==> src/rtl/rr_stream_arbiter_pkg.sv <==
// Shared types for the round-robin stream arbiter.
// ARB searches for the next requester; PKT holds the grant until the locked packet ends.
package rr_stream_arbiter_pkg;

    typedef enum logic {
        ARB = 1'b0,
        PKT = 1'b1
    } state_e;

endpackage

==> src/rtl/rr_stream_arbiter_if.sv <==
// Upstream (per-source) and downstream stream signals of the arbiter, bundled in one interface.
// Handshake: a beat moves on a rising clk edge where valid and ready are both high; valid never
// depends on ready, and once raised, valid and its payload hold until the beat is accepted.
interface rr_stream_arbiter_if #(
    parameter type DATA_TYPE = logic,
    parameter int  SRC_NUM   = 4
);
    localparam int SRC_ID_W = $clog2(SRC_NUM);

    logic     [SRC_NUM-1:0] SrcValid;
    logic     [SRC_NUM-1:0] SrcReady;
    DATA_TYPE [SRC_NUM-1:0] SrcData;
    logic     [SRC_NUM-1:0] SrcLast;
    logic                   DstValid;
    logic                   DstReady;
    DATA_TYPE               DstData;
    logic                   DstLast;
    logic    [SRC_ID_W-1:0] DstSrcId;

    // The arbiter side.
    modport master (
        input  SrcValid, SrcData, SrcLast, DstReady,
        output SrcReady, DstValid, DstData, DstLast, DstSrcId
    );

    // The environment side: sources and the downstream sink.
    modport slave (
        output SrcValid, SrcData, SrcLast, DstReady,
        input  SrcReady, DstValid, DstData, DstLast, DstSrcId
    );

endinterface

==> src/rtl/rr_stream_arbiter_onehot_mux.sv <==
// AND-OR multiplexer steered by a one-hot select; an all-zero select yields zero.
module rr_stream_arbiter_onehot_mux #(
    parameter type DATA_TYPE = logic,
    parameter int  N         = 4
) (
    input  logic     [N-1:0] sel,
    input  DATA_TYPE [N-1:0] din,
    output DATA_TYPE         dout
);
    localparam int W = $bits(DATA_TYPE);

    logic [W-1:0] acc;

    always_comb begin
        acc = '0;
        for (int i = 0; i < N; i++) begin
            acc = acc | (din[i] & {W{sel[i]}});
        end
    end

    assign dout = DATA_TYPE'(acc);

endmodule

==> src/rtl/rr_stream_arbiter.sv <==
// N:1 round-robin stream arbiter with packet locking and a one-entry registered output stage.
module rr_stream_arbiter
    import rr_stream_arbiter_pkg::*;
#(
    parameter type DATA_TYPE = logic,
    parameter int  SRC_NUM   = 4,
    localparam int SRC_ID_W  = $clog2(SRC_NUM)
) (
    input  logic   clk,
    input  logic   rst_n,
    rr_stream_arbiter_if.master bus,
    output state_e dbg_state
);

    state_e               state_q, state_d;
    logic  [SRC_ID_W-1:0] ptr_q, ptr_d, lock_q, lock_d;
    logic  [SRC_ID_W-1:0] rr_idx, grant_idx;
    logic   [SRC_NUM-1:0] rr_grant, lock_grant, grant;
    logic [2*SRC_NUM-1:0] req_dbl;
    logic                 rr_found, ld_ok, xfer, mux_last;
    DATA_TYPE             mux_data;

    logic                 dst_valid_q, dst_last_q;
    DATA_TYPE             dst_data_q;
    logic  [SRC_ID_W-1:0] dst_id_q;

    // Gating with rst_n keeps every SrcReady low while reset is held.
    assign ld_ok = rst_n & (~dst_valid_q | bus.DstReady);

    // Requests are duplicated and masked below ptr, so the first set bit is the next in rotation.
    always_comb begin
        req_dbl  = {bus.SrcValid, bus.SrcValid} & ({(2*SRC_NUM){1'b1}} << ptr_q);
        rr_found = 1'b0;
        rr_idx   = '0;
        for (int i = 0; i < 2*SRC_NUM; i++) begin
            if (!rr_found && req_dbl[i]) begin
                rr_found = 1'b1;
                rr_idx   = SRC_ID_W'(i % SRC_NUM);
            end
        end
        rr_grant = '0;
        if (rr_found) begin
            rr_grant[rr_idx] = 1'b1;
        end
        lock_grant         = '0;
        lock_grant[lock_q] = bus.SrcValid[lock_q];
    end

    assign grant        = (state_q == PKT) ? lock_grant : rr_grant;
    assign grant_idx    = (state_q == PKT) ? lock_q : rr_idx;
    assign bus.SrcReady = grant & {SRC_NUM{ld_ok}};
    assign xfer         = ld_ok & (|(grant & bus.SrcValid));

    rr_stream_arbiter_onehot_mux #(.DATA_TYPE(DATA_TYPE), .N(SRC_NUM)) u_data_mux (
        .sel  (grant),
        .din  (bus.SrcData),
        .dout (mux_data)
    );

    rr_stream_arbiter_onehot_mux #(.DATA_TYPE(logic), .N(SRC_NUM)) u_last_mux (
        .sel  (grant),
        .din  (bus.SrcLast),
        .dout (mux_last)
    );

    always_comb begin
        state_d = state_q;
        lock_d  = lock_q;
        ptr_d   = ptr_q;
        if (xfer) begin
            case (state_q)
                ARB: begin
                    if (!mux_last) begin
                        state_d = PKT;
                        lock_d  = grant_idx;
                    end
                end
                PKT: begin
                    if (mux_last) begin
                        state_d = ARB;
                    end
                end
                default: state_d = ARB;
            endcase
            // Only packet ends rotate priority, so a locked packet cannot be split.
            if (mux_last) begin
                ptr_d = (grant_idx == SRC_ID_W'(SRC_NUM - 1)) ? '0 : grant_idx + 1'b1;
            end
        end
    end

    always_ff @(posedge clk) begin
        if (!rst_n) begin
            state_q     <= ARB;
            lock_q      <= '0;
            ptr_q       <= '0;
            dst_valid_q <= 1'b0;
            dst_data_q  <= '0;
            dst_last_q  <= 1'b0;
            dst_id_q    <= '0;
        end else begin
            state_q <= state_d;
            lock_q  <= lock_d;
            ptr_q   <= ptr_d;
            if (xfer) begin
                dst_valid_q <= 1'b1;
                dst_data_q  <= mux_data;
                dst_last_q  <= mux_last;
                dst_id_q    <= grant_idx;
            end else if (bus.DstReady) begin
                dst_valid_q <= 1'b0;
            end
        end
    end

    assign bus.DstValid = dst_valid_q;
    assign bus.DstData  = dst_data_q;
    assign bus.DstLast  = dst_last_q;
    assign bus.DstSrcId = dst_id_q;
    assign dbg_state    = state_q;

endmodule

==> src/flat_wrapper.sv <==
// flat-port wrapper written by rule: the top's interface ports become plain ports
module rr_stream_arbiter_flat import rr_stream_arbiter_pkg::*;
#(
    parameter type DATA_TYPE = logic,
    parameter int  SRC_NUM   = 4,
    localparam int SRC_ID_W  = $clog2(SRC_NUM)
)
  (clk, rst_n, dbg_state, bus_SrcValid, bus_SrcData, bus_SrcLast, bus_DstReady, bus_SrcReady, bus_DstValid, bus_DstData, bus_DstLast, bus_DstSrcId);
  rr_stream_arbiter_if #(.DATA_TYPE(DATA_TYPE), .SRC_NUM(SRC_NUM)) bus_i ();
  input  logic clk;
  input  logic rst_n;
  output state_e dbg_state;
  input wire logic [$bits(bus_i.SrcValid)-1:0] bus_SrcValid;
  input wire logic [$bits(bus_i.SrcData)-1:0] bus_SrcData;
  input wire logic [$bits(bus_i.SrcLast)-1:0] bus_SrcLast;
  input wire logic [$bits(bus_i.DstReady)-1:0] bus_DstReady;
  output wire logic [$bits(bus_i.SrcReady)-1:0] bus_SrcReady;
  output wire logic [$bits(bus_i.DstValid)-1:0] bus_DstValid;
  output wire logic [$bits(bus_i.DstData)-1:0] bus_DstData;
  output wire logic [$bits(bus_i.DstLast)-1:0] bus_DstLast;
  output wire logic [$bits(bus_i.DstSrcId)-1:0] bus_DstSrcId;
  assign bus_i.SrcValid = bus_SrcValid;
  assign bus_i.SrcData = bus_SrcData;
  assign bus_i.SrcLast = bus_SrcLast;
  assign bus_i.DstReady = bus_DstReady;
  assign bus_SrcReady = bus_i.SrcReady;
  assign bus_DstValid = bus_i.DstValid;
  assign bus_DstData = bus_i.DstData;
  assign bus_DstLast = bus_i.DstLast;
  assign bus_DstSrcId = bus_i.DstSrcId;
  rr_stream_arbiter #(.DATA_TYPE(DATA_TYPE), .SRC_NUM(SRC_NUM)) u_core (.clk(clk), .rst_n(rst_n), .bus(bus_i), .dbg_state(dbg_state));
endmodule
==> config.mk <==
export PLATFORM = sky130hd
export DESIGN_NAME = rr_stream_arbiter_flat
export DESIGN_NICKNAME = d
export VERILOG_FILES = /design/src/rtl/rr_stream_arbiter_pkg.sv /design/src/rtl/rr_stream_arbiter_if.sv /design/src/rtl/rr_stream_arbiter_onehot_mux.sv /design/src/rtl/rr_stream_arbiter.sv /design/src/flat_wrapper.sv
export SDC_FILE = /design/constraint.sdc
export NUM_CORES = 1
export LEC_CHECK = 0
export CORE_UTILIZATION = 46
export DETAILED_ROUTE_END_ITERATION = 16
export GPL_TIMING_DRIVEN = 0
export PLACE_DENSITY = 0.76
export SYNTH_ARGS = -nofsm -noshare
export SYNTH_HDL_FRONTEND = slang
export SYNTH_SLANG_ARGS = --single-unit
==> constraint.sdc <==
create_clock -name clk -period 2.3 [get_ports clk]
set_input_delay 0.345 -clock clk [delete_from_list [all_inputs] [get_ports clk]]
set_output_delay 0.345 -clock clk [all_outputs]
set_load 0.005 [all_outputs]
==> flow_summary.html <==
<table>
<tr><th>Metric</th><th>Value</th></tr>
<tr><th colspan="2">Outcome</th></tr>
<tr><td>Run status</td><td>complete, no violations</td></tr>
<tr><th colspan="2">GRT</th></tr>
<tr><td>Via count of the first global-routing pass</td><td>809</td></tr>
<tr><td>Global-route wire length before repair</td><td>3.739 mm</td></tr>
<tr><td>All-layer global routing usage</td><td>26.00%</td></tr>
<tr><td>Residual overflow from global routing</td><td>0</td></tr>
<tr><td>Largest net degree at the start of global routing</td><td>11</td></tr>
<tr><td>Number of antenna violations at the first check in global routing</td><td>0</td></tr>
<tr><th colspan="2">Critical path</th></tr>
<tr><td>Capturing point of the worst reg2reg path</td><td>u_core.ptr_q[1]</td></tr>
<tr><td>Beginning of the critical path</td><td>bus_SrcValid[0]</td></tr>
<tr><td>Setup Crit Path Kind</td><td>in2out</td></tr>
<tr><td>CP max stage cell</td><td>sky130_fd_sc_hd__or4_4</td></tr>
<tr><td>Worst flop-to-flop path startpoint</td><td>u_core.ptr_q[0]</td></tr>
<tr><td>Critical path fanouts, max</td><td>7</td></tr>
<tr><td>WP data required</td><td>1.96 ns</td></tr>
<tr><td>Arrival time of data at the critical path endpoint</td><td>1.90 ns</td></tr>
<tr><td>Delay of the slowest cell on the worst path</td><td>0.47 ns</td></tr>
<tr><td>Cells traversed along the worst timing path</td><td>clkdlybuf4s15_2 -&gt; and2b_2 -&gt; or4_4 -&gt; nand2_4 -&gt; o21ai_2 -&gt; nor2b_1 -&gt; dlygate4sd2_1</td></tr>
<tr><td>Setup slack, reg-to-reg</td><td>0.14 ns</td></tr>
<tr><td>Worst Reg2Reg Path Length in Cells</td><td>11</td></tr>
<tr><td>CP Launch Type</td><td>input pin</td></tr>
<tr><td>Nature of the critical path endpoint</td><td>primary output</td></tr>
<tr><th colspan="2">Floorplanning</th></tr>
<tr><td>Initial cell density of the core</td><td>49.42%</td></tr>
<tr><td>Die Outline Area</td><td>2031 um^2</td></tr>
<tr><td>DIE HEIGHT</td><td>45.07 um</td></tr>
<tr><td>Number of top-level pins</td><td>25</td></tr>
<tr><td>Die X-Extent</td><td>45.07 um</td></tr>
<tr><td>Core footprint</td><td>1727 um^2</td></tr>
<tr><td>Standard-cell row count</td><td>15</td></tr>
<tr><th colspan="2">STA</th></tr>
<tr><td>Setup repair after global routing missed its margin</td><td>no</td></tr>
<tr><td>Fin. max-slew vios</td><td>0</td></tr>
<tr><td>Final setup violating endpoints</td><td>0</td></tr>
<tr><td>Maximum clock frequency</td><td>0.4446 GHz</td></tr>
<tr><td>Period minus WS final</td><td>2.249 ns</td></tr>
<tr><td>Final cycle utilization of the critical path</td><td>97.80%</td></tr>
<tr><td>Tightest Pin Transition</td><td>0.5470 ns</td></tr>
<tr><td>Worst slew slack as a fraction of its limit</td><td>63.32%</td></tr>
<tr><td>Clock skew</td><td>0.005408 ns</td></tr>
<tr><td>Final-report hold violation count</td><td>0</td></tr>
<tr><th colspan="2">CTS</th></tr>
<tr><td>H-Tree Depth</td><td>1</td></tr>
<tr><td>Total CTS buffers</td><td>3</td></tr>
<tr><td>Clock edge transition at the registers on the reported setup and hold paths</td><td>0.06 ns</td></tr>
<tr><td>Clock Root Buffer</td><td>sky130_fd_sc_hd__clkbuf_4</td></tr>
<tr><td>Max Root-Sink Buffers</td><td>2</td></tr>
<tr><td>Hold Buf Count CTS</td><td>0</td></tr>
<tr><td>Clock tree from TritonCTS</td><td>done</td></tr>
<tr><td>Clk sink count</td><td>10</td></tr>
<tr><td>Clk_lat worst skew</td><td>0.27 ns</td></tr>
<tr><th colspan="2">Logic synthesis</th></tr>
<tr><td>Synth unique cells</td><td>44</td></tr>
<tr><td>Number of enable flip-flop cells after synthesis</td><td>0</td></tr>
<tr><td>Synthesized area per cell</td><td>8.285 um^2</td></tr>
<tr><td>Syn Nets</td><td>118</td></tr>
<tr><td>Flip-flop and latch count after synthesis</td><td>10</td></tr>
<tr><td>Most area-consuming cells after synthesis</td><td>sky130_fd_sc_hd__dfxtp_1 (23%), sky130_fd_sc_hd__nand2_1 (6.6%), sky130_fd_sc_hd__mux2i_1 (4.7%)</td></tr>
<tr><td>Compound-cell area share of the yosys netlist</td><td>34.16%</td></tr>
<tr><td>Largest family of logic cells by synthesized area</td><td>compound AO/OA/AOI/OAI gates</td></tr>
<tr><td>Gate count after technology mapping</td><td>103</td></tr>
<tr><td>Warnings from Yosys</td><td>0</td></tr>
<tr><td>Xor and xnor fraction of the mapped netlist area</td><td>1.026%</td></tr>
<tr><td>Post-synthesis async set-or-reset flop share</td><td>0%</td></tr>
<tr><td>Area share of the largest cell type after synthesis</td><td>23.46%</td></tr>
<tr><td>Share of the yosys chip area belonging to registers</td><td>23.46%</td></tr>
<tr><td>Share of synthesized cell area in full adder, half adder and majority cells</td><td>0%</td></tr>
<tr><td>Multiplexer share of the synthesized area</td><td>4.692%</td></tr>
<tr><td>Prevailing post-synth register cell</td><td>sky130_fd_sc_hd__dfxtp_1</td></tr>
<tr><td>Mapped cell area</td><td>853.3 um^2</td></tr>
<tr><td>Area share of and/or/nand/nor cells after synthesis</td><td>28.45%</td></tr>
<tr><td>Largest area contributor in the netlist</td><td>sky130_fd_sc_hd__dfxtp_1</td></tr>
<tr><th colspan="2">Finish</th></tr>
<tr><td>Layout-stage area growth over the synthesis result</td><td>47.80%</td></tr>
<tr><td>Antenna Cells</td><td>0</td></tr>
<tr><td>Utilization of the core after routing</td><td>73.04%</td></tr>
<tr><td>Post-Layout Cell Count</td><td>161</td></tr>
<tr><td>Final Net Count</td><td>153</td></tr>
<tr><td>Ratio of cells with drive above 1 in the final layout</td><td>31.62%</td></tr>
<tr><th colspan="2">Routing</th></tr>
<tr><td>Overall via count from detail_route</td><td>888</td></tr>
<tr><td>Routed WL per cell</td><td>14.45 um</td></tr>
<tr><td>Total length of routed wires</td><td>2.327 mm</td></tr>
<tr><td>Drc violations</td><td>0</td></tr>
<tr><td>Starting DRT DRC Count</td><td>19</td></tr>
<tr><td>Total iterations of the first detailed-routing run</td><td>4</td></tr>
<tr><td>Number of antenna-violating nets in the routed design</td><td>0</td></tr>
<tr><td>Post-DR vias/cell</td><td>5.516</td></tr>
<tr><th colspan="2">Power and ir drop</th></tr>
<tr><td>Leakage power summed over all cells</td><td>0.4909 nW</td></tr>
<tr><td>Internal portion of total power</td><td>721.9 uW</td></tr>
<tr><td>Switching power of the nets</td><td>539.6 uW</td></tr>
<tr><td>Portion of total power attributed to sequential cells</td><td>23.2%</td></tr>
<tr><td>Power density normalized to cell area</td><td>1000 nW/um^2</td></tr>
<tr><td>Sw Share</td><td>42.77%</td></tr>
<tr><td>Fraction of power consumed by combinational cells</td><td>67.4%</td></tr>
<tr><td>Maximum resistive drop on vdd</td><td>0.6297 mV</td></tr>
<tr><td>Part of the total power dissipated in the clock network</td><td>9.3%</td></tr>
<tr><th colspan="2">Placed design</th></tr>
<tr><td>Total instance count after detailed placement</td><td>149</td></tr>
<tr><td>Input/output buffers</td><td>21</td></tr>
<tr><td>Half-perimeter wire length after placement</td><td>1.572 mm</td></tr>
<tr><td>Gpl congestion</td><td>0.8314</td></tr>
<tr><th colspan="2">Flow run</th></tr>
<tr><td>Number of maximum-capacitance constraint violations</td><td>0</td></tr>
<tr><th colspan="2">Hold path</th></tr>
<tr><td>Launch instance of the worst min-delay path</td><td>u_core.bus.DstSrcId[0]</td></tr>
<tr><td>Min-Delay Endpoint</td><td>u_core.bus.DstSrcId[0]</td></tr>
<tr><td>Min-Delay Path Class</td><td>reg2reg</td></tr>
<tr><td>Count of cells along the worst hold path</td><td>2</td></tr>
</table>
## stage by stage
step                      power, mW  TNS (ns)  hold WS [ns]  area [um^2]  setup slack [ns]
final                         1.262         0        0.4617         1261           0.05070
after global routing          1.347         0        0.4903         1261          0.002192
after CTS                     1.247         0        0.4645         1252           0.06080
after detailed placement     0.9932    -2.751        0.4500         1095           -0.5747
after global placement       0.9814    -2.650        0.4468         1095           -0.5706
after floorplan              0.7800         0        0.4503        853.3            0.5322
## how the worst max path moves through the flow
stage / to / slack [ns] / cells past startpoint
6_report: bus_SrcReady[2] / 0.05 / 7
3_5_place_dp: bus_SrcReady[3] / -0.57 / 7
4_1_cts: bus_SrcReady[0] / 0.06 / 6
3_3_place_gp: bus_SrcReady[3] / -0.57 / 7
2_1_floorplan: u_core.bus.DstData / 0.53 / 7
5_1_grt: bus_SrcReady[2] / 0.002 / 6
## cells in the final DEF (no fill, tap or decap), types with 2 or more instances in the layout
| cell type | synthesis | routed |
|---|---|---|
| sky130_fd_sc_hd__a21oi_1 | 4 | 3 |
| sky130_fd_sc_hd__a21oi_2 | 2 | 3 |
| sky130_fd_sc_hd__buf_4 | 2 | 10 |
| sky130_fd_sc_hd__buf_6 | 1 | 2 |
| sky130_fd_sc_hd__clkbuf_4 | 0 | 3 |
| sky130_fd_sc_hd__clkdlybuf4s50_1 | 0 | 15 |
| sky130_fd_sc_hd__dfxtp_1 | 10 | 9 |
| sky130_fd_sc_hd__dlygate4sd2_1 | 0 | 4 |
| sky130_fd_sc_hd__inv_1 | 7 | 7 |
| sky130_fd_sc_hd__mux2i_1 | 4 | 4 |
| sky130_fd_sc_hd__nand2_1 | 15 | 14 |
| sky130_fd_sc_hd__nand2b_1 | 2 | 2 |
| sky130_fd_sc_hd__nand3_1 | 3 | 3 |
| sky130_fd_sc_hd__nor2_1 | 10 | 8 |
| sky130_fd_sc_hd__nor2_2 | 0 | 2 |
| sky130_fd_sc_hd__nor2b_1 | 4 | 3 |
| sky130_fd_sc_hd__nor2b_4 | 1 | 2 |
| sky130_fd_sc_hd__nor4_4 | 1 | 2 |
| sky130_fd_sc_hd__o21ai_0 | 7 | 5 |
## final cells by class
cell class | count | area [um^2]
multi-input cells | 81 | 658.1
fillers | 156 | 465.4
repair buffers | 30 | 274.0
flip-flops and latches | 10 | 201.4
plain buffers | 5 | 47.55
well taps | 25 | 31.28
inverters | 7 | 26.28
clock buffers | 3 | 22.52
## cell usage after synthesis, drive strengths merged (2+ instances only)
cell	n
nor2	10
clkbuf	2
o22a	2
nand2b	2
inv	7
nor4	3
nand3	4
buf	3
a211oi	2
dfxtp	10
nor2b	6
mux2i	4
a211o	2
nand2	15
o21ai	7
a21oi	6
o221ai	2
## logic make-up after synthesis
logic type / after synthesis
simple gates: 43
compound gates: 33
buf+inv: 12
flops: 10
mux: 4
xor+xnor: 1
## worst max-delay path, delay by kind of cell
family                 cells  cell delay [ns]
AOI/OAI and AO/OA          1             0.06
and+or+nand+nor            4             0.96
buffers and inverters      2             0.54
## routing by layer
layer  routed length (um)  vias to the layer above  track usage [%]
met5                    0                        -                0
met4                   59                        0            15.15
met3                   97                        7            2.000
met2                 1078                       27            39.71
met1                 1092                      407            35.80
li1                     -                      447                -
## state kept, by name (all words and copies together), names as in the netlist
| register | cells |
|---|---|
| u_core.bus.DstLast | 1 |
| u_core.bus.DstSrcId | 2 |
| u_core.lock_q | 2 |
| u_core.bus.DstData | 1 |
| u_core.bus.DstValid | 1 |
| u_core.ptr_q | 2 |
| u_core.dbg_state | 1 |
## power by group through the flow
stage,Clock [mW],Sequential (mW),Combinational [mW]
2_1_floorplan,0,0.287,0.493
3_3_place_gp,0,0.289,0.692
3_5_place_dp,0,0.294,0.699
5_1_grt,0.127,0.303,0.917
4_1_cts,0.123,0.292,0.831
6_report,0.118,0.293,0.851
## timing repair
action                                  in CTS  in global routing
buffers inserted                             8                  1
endpoints found under the setup margin       4                  2
gates resized for setup                     27                  1
pin swaps                                    5                  0
endpoints found under the hold margin        0                  0
No activity file was read; power rests on OpenSTA's default activity.
